### config.mk
export PLATFORM = sky130hd
export DESIGN_NAME = rtc_secuenciador
export DESIGN_NICKNAME = d
export VERILOG_FILES = /design/src/rtl/rtc_secuenciador.sv
export SDC_FILE = /design/constraint.sdc
export NUM_CORES = 1
export LEC_CHECK = 0
export BUFFER_PORTS_ARGS = -buffer_cell sky130_fd_sc_hd__buf_2
export CORE_MARGIN = 2
export CORE_UTILIZATION = 52
export DETAILED_ROUTE_END_ITERATION = 12
export GPL_ROUTABILITY_DRIVEN = 0
export PLACE_DENSITY = 0.75
export SLEW_MARGIN = 30
export SYNTH_ARGS = -nofsm -noshare
export SYNTH_HDL_FRONTEND = slang
export SYNTH_SLANG_ARGS = --single-unit
### constraint.sdc
create_clock -name clk -period 2.28 [get_ports clk]
set_input_delay 0.456 -clock clk [delete_from_list [all_inputs] [get_ports clk]]
set_output_delay 0.456 -clock clk [all_outputs]
set_load 0.01 [all_outputs]
### src/rtl/rtc_secuenciador.sv
// RTC transaction sequencer: burst-reads the six time registers and issues single writes.
// Define RTC_CMD_TRANSFER_EN to precede every burst with a transfer-command write.
module rtc_secuenciador #(
    parameter logic [7:0] BASE_ADDR = 8'h21,
    parameter int         NUM_REGS  = 6,
    parameter int         TIMEOUT   = 63,
    parameter logic [7:0] CMD_ADDR  = 8'hF0
) (
    input  logic       clk,
    input  logic       reset,
    input  logic       req_lectura,
    input  logic       req_escritura,
    input  logic [2:0] wr_indice,
    input  logic [7:0] wr_dato,
    input  logic       final_tx,
    input  logic       escreg,
    input  logic [7:0] bus_dato,
    output logic [7:0] direccion,
    output logic [7:0] dato,
    output logic       escribe,
    output logic       iniciar,
    output logic [7:0] segundos,
    output logic [7:0] minutos,
    output logic [7:0] horas,
    output logic [7:0] dia,
    output logic [7:0] mes,
    output logic [7:0] anio,
    output logic       ocupado,
    output logic       listo,
    output logic       error
);

`ifdef RTC_CMD_TRANSFER_EN
    localparam bit CMD_EN = 1'b1;
`else
    localparam bit CMD_EN = 1'b0;
`endif

    localparam int          WW     = $clog2(TIMEOUT + 1);
    localparam logic [WW-1:0] WD_MAX = WW'(TIMEOUT - 1);
    localparam logic [2:0]  ULT    = 3'(NUM_REGS - 1);
    localparam logic [2:0]  NREG   = 3'(NUM_REGS);

    typedef enum logic [2:0] {IDLE, CARGA, ESPERA, LIBERA, FIN} estado_t;

    estado_t       estado, estado_d;
    logic [2:0]    idx;
    logic [WW-1:0] wdog;
    logic          pendiente;
    logic          cmd;
    logic [7:0]    regs [NUM_REGS];

    logic wr_ok, ini_wr, ini_rd, avanza, aborta, err_idx;

    assign wr_ok   = wr_indice < NREG;
    assign iniciar = (estado == ESPERA);

    always_ff @(posedge clk or negedge reset) begin
        if (!reset) estado <= IDLE;
        else        estado <= estado_d;
    end

    always_comb begin
        estado_d = estado;
        ini_wr   = 1'b0;
        ini_rd   = 1'b0;
        avanza   = 1'b0;
        aborta   = 1'b0;
        err_idx  = 1'b0;
        unique case (estado)
            IDLE: begin
                err_idx = req_escritura && !wr_ok;
                if (req_escritura && wr_ok) begin
                    ini_wr   = 1'b1;
                    estado_d = CARGA;
                end else if (req_lectura) begin
                    ini_rd   = 1'b1;
                    estado_d = CARGA;
                end
            end
            CARGA: estado_d = ESPERA;
            ESPERA: begin
                if (final_tx) begin
                    estado_d = LIBERA;
                end else if (wdog == WD_MAX) begin
                    aborta   = 1'b1;
                    estado_d = IDLE;
                end
            end
            LIBERA: begin
                if (!escribe && idx != ULT) begin
                    avanza   = 1'b1;
                    estado_d = CARGA;
                end else if (pendiente || cmd) begin
                    // a queued read (or the read after the command write) chains on
                    ini_rd   = 1'b1;
                    estado_d = CARGA;
                end else begin
                    estado_d = FIN;
                end
            end
            FIN:     estado_d = IDLE;
            default: estado_d = IDLE;
        endcase
    end

    always_ff @(posedge clk or negedge reset) begin
        if (!reset) begin
            direccion <= '0;
            dato      <= '0;
            escribe   <= 1'b0;
            idx       <= '0;
            wdog      <= '0;
            pendiente <= 1'b0;
            cmd       <= 1'b0;
            ocupado   <= 1'b0;
            listo     <= 1'b0;
            error     <= 1'b0;
            for (int i = 0; i < NUM_REGS; i++) regs[i] <= '0;
        end else begin
            ocupado <= (estado_d == CARGA) || (estado_d == ESPERA) ||
                       (estado_d == LIBERA);
            listo   <= (estado_d == FIN);
            wdog    <= (estado == ESPERA) ? wdog + WW'(1) : '0;

            if (err_idx || aborta)
                error <= 1'b1;
            else if (estado == IDLE && (ini_wr || ini_rd))
                error <= 1'b0;

            if (aborta) begin
                pendiente <= 1'b0;
                cmd       <= 1'b0;
            end

            if (ini_wr) begin
                escribe   <= 1'b1;
                direccion <= BASE_ADDR + {5'd0, wr_indice};
                dato      <= wr_dato;
                idx       <= wr_indice;
                pendiente <= req_lectura;
            end

            if (ini_rd) begin
                idx       <= '0;
                pendiente <= 1'b0;
                if (CMD_EN && !cmd) begin
                    escribe   <= 1'b1;
                    direccion <= CMD_ADDR;
                    dato      <= CMD_ADDR;
                    cmd       <= 1'b1;
                end else begin
                    escribe   <= 1'b0;
                    direccion <= BASE_ADDR;
                    dato      <= '0;
                    cmd       <= 1'b0;
                end
            end

            if (avanza) begin
                idx       <= idx + 3'd1;
                direccion <= direccion + 8'd1;
            end

            // writes mirror into the holding register so no re-read is needed
            if (estado == ESPERA) begin
                if (escreg && !escribe)
                    regs[idx] <= bus_dato;
                else if (final_tx && escribe && !cmd)
                    regs[idx] <= dato;
            end
        end
    end

    assign segundos = regs[0];
    assign minutos  = regs[1];
    assign horas    = regs[2];
    assign dia      = regs[3];
    assign mes      = regs[4];
    assign anio     = regs[5];

endmodule

* Yosys cells after proc, flatten, opt, wreduce, memory -nomap -nowiden
Cells that the tools add are included.
** Operators by class
- $add $sub $neg :: 4
- $lt $le $gt $ge :: 3
- Equality and inequality tests :: 9
- Multiplexer cells :: 43
- Bitwise operators :: 1
- Reduce and logical (&&, ||, !) cells :: 24
** Operators with widths (number)
- 48-bit bitwise mux :: 2
- 48-bit 2-to-1 mux :: 2
- 8-bit 2-to-1 mux :: 6
- 3-bit 2-to-1 mux :: 9
- 8-bit demux with 3-bit select :: 1
- 1-bit 2-to-1 mux :: 20
- 3-bit by 2-bit equality test with 1-bit output (second input constant) :: 4
- 3-bit case mux with 4 select lines :: 1
- 8-bit by 1-bit adder with 8-bit output (second input constant) :: 1
- 1-bit logical AND :: 8
- 2-bit nonzero test :: 4
- 6-bit by 3-bit adder with 7-bit output (first input constant) :: 1
- 6-bit by 1-bit adder with 6-bit output (second input constant) :: 1
- 3-bit by 1-bit equality test with 1-bit output (second input constant) :: 2
- 6-bit equality test (second input constant) :: 1
- 6-bit 2-to-1 mux :: 1
- 3-bit nonzero test :: 2
- 1-bit logical OR :: 5
- 4-bit greater-or-equal comparator (second input constant) :: 1
- 4-bit by 1-bit less-than comparator with 1-bit output (second input constant) :: 1
- 3-bit NOT with 4-bit output :: 1
- 3-bit by 1-bit adder with 3-bit output (second input constant) :: 1
- 3-bit equality test (second input constant) :: 1
- 1-bit logical NOT :: 3
- other kinds (5) :: 5
** Word-level totals
- Register bits :: 82
- Input bits :: 25
- Output and inout bits :: 69
- Logic and storage cells :: 101

* Longest topological paths before layout
Gate-level depths: netlist of the first run.
- Depth after elaboration :: 8
- Gate-level depth with buffers :: 7
- Mapped depth without buffers :: 6

* Worst setup path after synthesis of the first run
OpenSTA, ideal clock, no wires.
- Kind :: register to register
- Start :: register estado[0]
- End :: register regs, in the netlist minutos[0]
- Library setup time :: 0.125 ns
- Data arrival time :: 1.810 ns
- Data required time :: 2.155 ns
- Setup slack :: 0.345 ns
- Cell stages (with the launch flop) :: 7
- Buffers on the path :: 2
- Period minus slack after synthesis :: 1.935 ns
- Path through :: dfrtp_1 or3b_1 buf_4 a211oi_4 and3_1 buf_4 mux2_2
** On the way
- Cells in the longest elaborated chain, start to end :: 2
** RTL lines
- from (decl) :: line 46 : estado_t estado, estado_d;
- from (signal assigned) :: line 60 : else estado <= estado_d;
- 3-bit by 2-bit equality test with 1-bit output :: line 166 : if (estado == ESPERA) begin
- 2-bit AND reduction (no source line)
- to (signal, indexed assignment) :: line 168 : regs[idx] <= bus_dato;
- to (signal, indexed assignment) :: line 170 : regs[idx] <= dato;
- to (decl) :: line 51 : logic [7:0] regs [NUM_REGS];
Every way passes these cells.
A chain may end at the register's enable or synchronous reset.

* Worst setup path after layout of the first run
- Start :: register estado[0]
- End :: output iniciar
** On the way
- Cells in the longest elaborated chain, start to end :: 1
** RTL lines
- 3-bit by 2-bit equality test with 1-bit output :: line 56 : assign iniciar = (estado == ESPERA);
- to (decl) :: line 21 : output logic iniciar,
Every way passes these cells.

==> reports/qor.yml, run 1 <==
dr.first_iter.drc_count: 98
drc: 0
setup-violations-final: 0
placed_cells: 454
ios: 94
slowest_delay_ps: 490
min_period_over_period: 0.9553
areaGrowthSynthToFinish_pct: 22.25
ys_seq_area_frac: 0.5704
cp_top_family: "simple AND/OR/NAND/NOR gates"
finClkSkew_ps: 13.15
layout.cells.non_filler: 470
synth-edff-count: 0
worst_slew_pin_slew_ps: 703.7
cts.sinks: 81
leakagePower_uw: 0.002306
final_antenna_net_count: 0
postCtsSetupRepairBufs: 0
drive_above_1_share: 0.4385
synth_flop_cell: "dfrtp_1"
antennaDiodeCount: 0
hold_viol_final: 0
worst_setup_path_end_kind: "primary output"
htreeDepth: 3
grt_max_degree: 51
initial_core_util: 0.5289
port_buffers: 93
viasPerCell: 5.521
worstPathRequired_ps: 1820
maxSlewHeadroom: 0.5299
track_usage: 0.2172
routedWlPerCell_um: 16.85
layout_common_cells: "buf_2 (92), dfrtp_1 (81), mux2_2 (48)"
final_common_cell: "buf_2"
grt_pass1_vias: 2396
yosysWarnings: 0
die_height_um: 86.67
setup-tns-final_ps: 0
nNetsFinal: 416
grt_overflow_total: 0
rows: 30
dp_hpwl_um: 5743
dieWidth_um: 86.67
tritoncts: "done"
drt_wl_total_um: 7919
hold_path.class: "input pin to async pin"
vias: 2595
crit_buf_inv: 3
cts.repair.resized: 0
slew_viol_final: 0
synth.distinct_cells: 51
syn_nets: 314
syn-cell-area_um2: 3553
grt_pass1_wl_um: 12320
fin_crit_ps: 2178
core-area_um2: 6719
fmax_mhz: 459.1
status: "complete, no violations"
synth_cells: 283
grt_setup_unrepaired: "false"
crit_type: "register to primary output"
async_flop_share: 1.000
crit_arrival_ps: 1720
clk_pin_slew_ps: 80
insertion_delay_ps: 340
syn_area_per_cell_um2: 12.56
cts_root_buf: "clkbuf_8"
numCtsBuffers: 9
ys_seq_elements: 81
dr.pass1.iters: 4
antenna_found_initial: 0
cp_cell_sequence: "or3b_1 -> buf_4 -> inv_1 -> buf_2"
die_area_um2: 7511
cpMaxStageDelayCell: "or3b_1"
power_density_nw_per_um2: 1265
ctsLongestPathBuffers: 2
cp_max_fo: 8
ir_drop_uv: 666.0
hold_buffers: 0
maxCapViolCount: 0
cp-start-kind: "register"
[layout make-up]
class	instances	area, um^2
clock buffers	10	137.6
clock inverters	6	72.57
fillers	544	2375
inverters	5	18.77
multi-input cells	188	1455
flip-flops and latches	81	2027
well taps	80	100.1
repair buffers	100	533.0
[worst paths after layout]
kind	from	end	slack [ps]	depth (start not counted)
worst max-delay path	estado[0]	iniciar	100	4
worst min-delay path	reset	ocupado	50	1
worst max register to register	estado[0]	minutos[2]	140	4
worst min register to register	direccion[7]	direccion[7]	470	1
max in group asynchronous	reset	segundos[0]	1630	2
min in group clk	wr_dato[1]	dato[1]	330	2
[registers in the layout (all words and copies together), names as in the netlist, 3 cells and up]
signal / flops
anio: 8
dato: 8
dia: 8
direccion: 8
horas: 8
mes: 8
minutos: 8
segundos: 8
wdog: 6
estado: 3
idx: 3
[cell usage after synthesis (all sizes together) (4+ instances only)]
cell type / number / area share
a21oi: 4 / 0.0067
a22o: 8 / 0.020
buf: 6 / 0.011
dfrtp: 81 / 0.57
ha: 6 / 0.021
inv: 5 / 0.0053
mux2: 48 / 0.15
nand2: 36 / 0.038
nand3: 12 / 0.020
nor2: 8 / 0.0085
nor3: 4 / 0.0056
o21ai: 6 / 0.0085
[metrics by stage]
step                power (uW)    util  cell area [um^2]  setup WS [ps]  hold WS [ps]
finish                    5493  0.6466              4344          101.9         48.30
global route              5846  0.6466              4344          5.087         52.41
CTS                       5535  0.6466              4344          97.59         49.54
detailed placement        4446  0.6153              4134          151.8         426.1
global placement          4394  0.6153              4134          224.0         421.7
floorplan                 3598       -              3553          344.9         160.4
[report_power, final]
group	switching, uW	total, uW	internal, uW
combinational	1120	2090	977
clock	535	1080	549
sequential	389	2310	1930
total	2040	5490	3450
[worst register-to-register path, delay by kind of cell, from the launching register on]
kind,cells,cell delay [ps]
flops,1,450
mux,1,380
simple gates,2,940
compound gates,1,260
[cell families after synthesis]
logic type | count (synthesis) | synth area share
AOI/OAI and AO/OA | 40 | 0.09120
and+or+nand+nor | 87 | 0.1271
muxes | 50 | 0.1577
adders and majority gates | 6 | 0.02113
xor gates and xnor gates | 5 | 0.01233
buffers and inverters | 14 | 0.02007
DFF | 81 | 0.5704
[per-layer routing]
metal | wire length (um) | GRT usage
met3 | 473 | 0.05524
met1 | 3637 | 0.3018
met2 | 3693 | 0.3266
met4 | 115 | 0.08949
met5 | 0 | 0
No activity file was read; power rests on OpenSTA's default activity.
==> run 2: changes to the inputs <==
Settings changed: CAP_MARGIN from default to 20, RECOVER_POWER from default to 100, TNS_END_PERCENT from default to 50.
==> run 2 against run 1 <==
The run now ends with max-capacitance violations, max-slew violations left. Flip-flop and latch count unchanged. Utilization decreased by 1.6 points. Fmax rose by 0.14%. Cell count is the same. Clock-buffer cell count did not move.
==> reports/qor.yml, run 2 (synthesis gave the netlist of run 1 again) <==
status: "finished with violations"
violations: "max-capacitance violations, max-slew violations"
maxSlewHeadroom: -0.1850  # -0.7150
vias: 2579  # -0.62%
crit_type: "register to primary output"
setup-tns-final_ps: 0  # unchanged
drc: 0  # unchanged
worst_setup_path_end_kind: "primary output"
final_antenna_net_count: 0  # unchanged
finClkSkew_ps: 16.44  # +3.288 ps
cts.sinks: 81  # unchanged
layout_common_cells: "dfrtp_1 (81), clkbuf_1 (70), mux2_2 (48)"
placed_cells: 454  # unchanged
die_height_um: 86.67  # unchanged
clk_pin_slew_ps: 100  # +20 ps
grt_overflow_total: 0  # unchanged
hold_buffers: 0  # unchanged
dr.pass1.iters: 4  # unchanged
antennaDiodeCount: 0  # unchanged
core-area_um2: 6719  # unchanged
dr.first_iter.drc_count: 113  # +15%
final_common_cell: "dfrtp_1"
ir_drop_uv: 654.7  # -1.7%
insertion_delay_ps: 350  # about the same
crit_arrival_ps: 1720  # about the same
worstPathRequired_ps: 1820  # about the same
maxCapViolCount: 1  # +1
grt_max_degree: 51  # unchanged
min_period_over_period: 0.9540  # -0.001343
fmax_mhz: 459.8  # +0.14%
port_buffers: 93  # unchanged
ios: 94  # unchanged
slew_viol_final: 32  # +32
cp-start-kind: "register"
cp_max_fo: 8  # unchanged
rows: 30  # unchanged
track_usage: 0.2172  # unchanged
nNetsFinal: 416  # unchanged
worst_slew_pin_slew_ps: 1778  # +1074 ps
cts_root_buf: "clkbuf_8"
numCtsBuffers: 9  # unchanged
viasPerCell: 5.487  # -0.62%
htreeDepth: 3  # unchanged
total_power_uw: 5382  # -2.0%
setup_ws_ps: 104.9  # +3.063 ps
layout.cells.non_filler: 470  # unchanged
drt_wl_total_um: 7967  # +0.61%
initial_core_util: 0.5289  # unchanged
antenna_found_initial: 0  # unchanged
power_density_nw_per_um2: 1270  # +0.43%
grt_pass1_vias: 2396  # unchanged
cts.repair.resized: 0  # unchanged
fin_crit_ps: 2175  # -3.063 ps
grt_pass1_wl_um: 12320  # unchanged
die_area_um2: 7511  # unchanged
ctsLongestPathBuffers: 2  # unchanged
hold_viol_final: 0  # unchanged
setup-violations-final: 0  # unchanged
grt_setup_unrepaired: "false"
areaGrowthSynthToFinish_pct: 19.26
routedWlPerCell_um: 16.95  # +0.61%
tritoncts: "done"
place_ws_ps: 151.8  # unchanged
drive_above_1_share: 0.2513  # -0.1872
dp_hpwl_um: 5743  # unchanged
postCtsSetupRepairBufs: 0  # unchanged
leakagePower_uw: 0.002035  # -12%
hold_path.class: "input pin to register"
dieWidth_um: 86.67  # unchanged
-- run 2: critical path: stages (launching register included) --
cell     delay (ps)
dfrtp_1         450
or3b_1          490
buf_4           200
inv_1           100
buf_2           140
-- run 2: power breakdown --
group	switching, uW	internal (uW)
registers	396	1930
logic	1120	850
clock network	541	550
total	2060	3330
-- run 2: layer usage --
metal  track usage  vias to the layer above  part of all wire
met5             0                        -                 0
met4       0.08949                        0             0.015
met3       0.05524                       10             0.042
met2        0.3266                       58              0.47
met1        0.3018                     1285              0.47
li1              -                     1226                 -
-- run 2: through the flow --
stage,hold WS [ps],util,area [um^2]
after floorplan,160.4,-,3553
after global placement,421.7,0.6153,4134
after detailed placement,426.1,0.6153,4134
after CTS,49.54,0.6466,4344
after global routing,307.2,0.6307,4238
final,324.3,0.6307,4238
-- run 2: cell type report --
cell class                      count  area (um^2)
Timing Repair Buffer              100        440.4
Inverter                            5        18.77
Clock inverter                      6        72.57
Fill cell                         583         2481
Sequential cell                    81         2027
Multi-Input combinational cell    188         1441
Clock buffer                       10        137.6
Tap cell                           80        100.1
-- run 2: path summary, 6_finish.rpt --
kind / slack, ps / endpoint / startpoint / depth (start not counted)
max in group asynchronous: 670 / horas[4] / reset / 1
min: 320 / dato[1] / wr_dato[1] / 2
max reg2reg: 100 / horas[4] / estado[0] / 4
max: 100 / iniciar / estado[0] / 4
min reg2reg: 480 / direccion[7] / direccion[7] / 1
min in group asynchronous: 580 / anio[1] / reset / 1
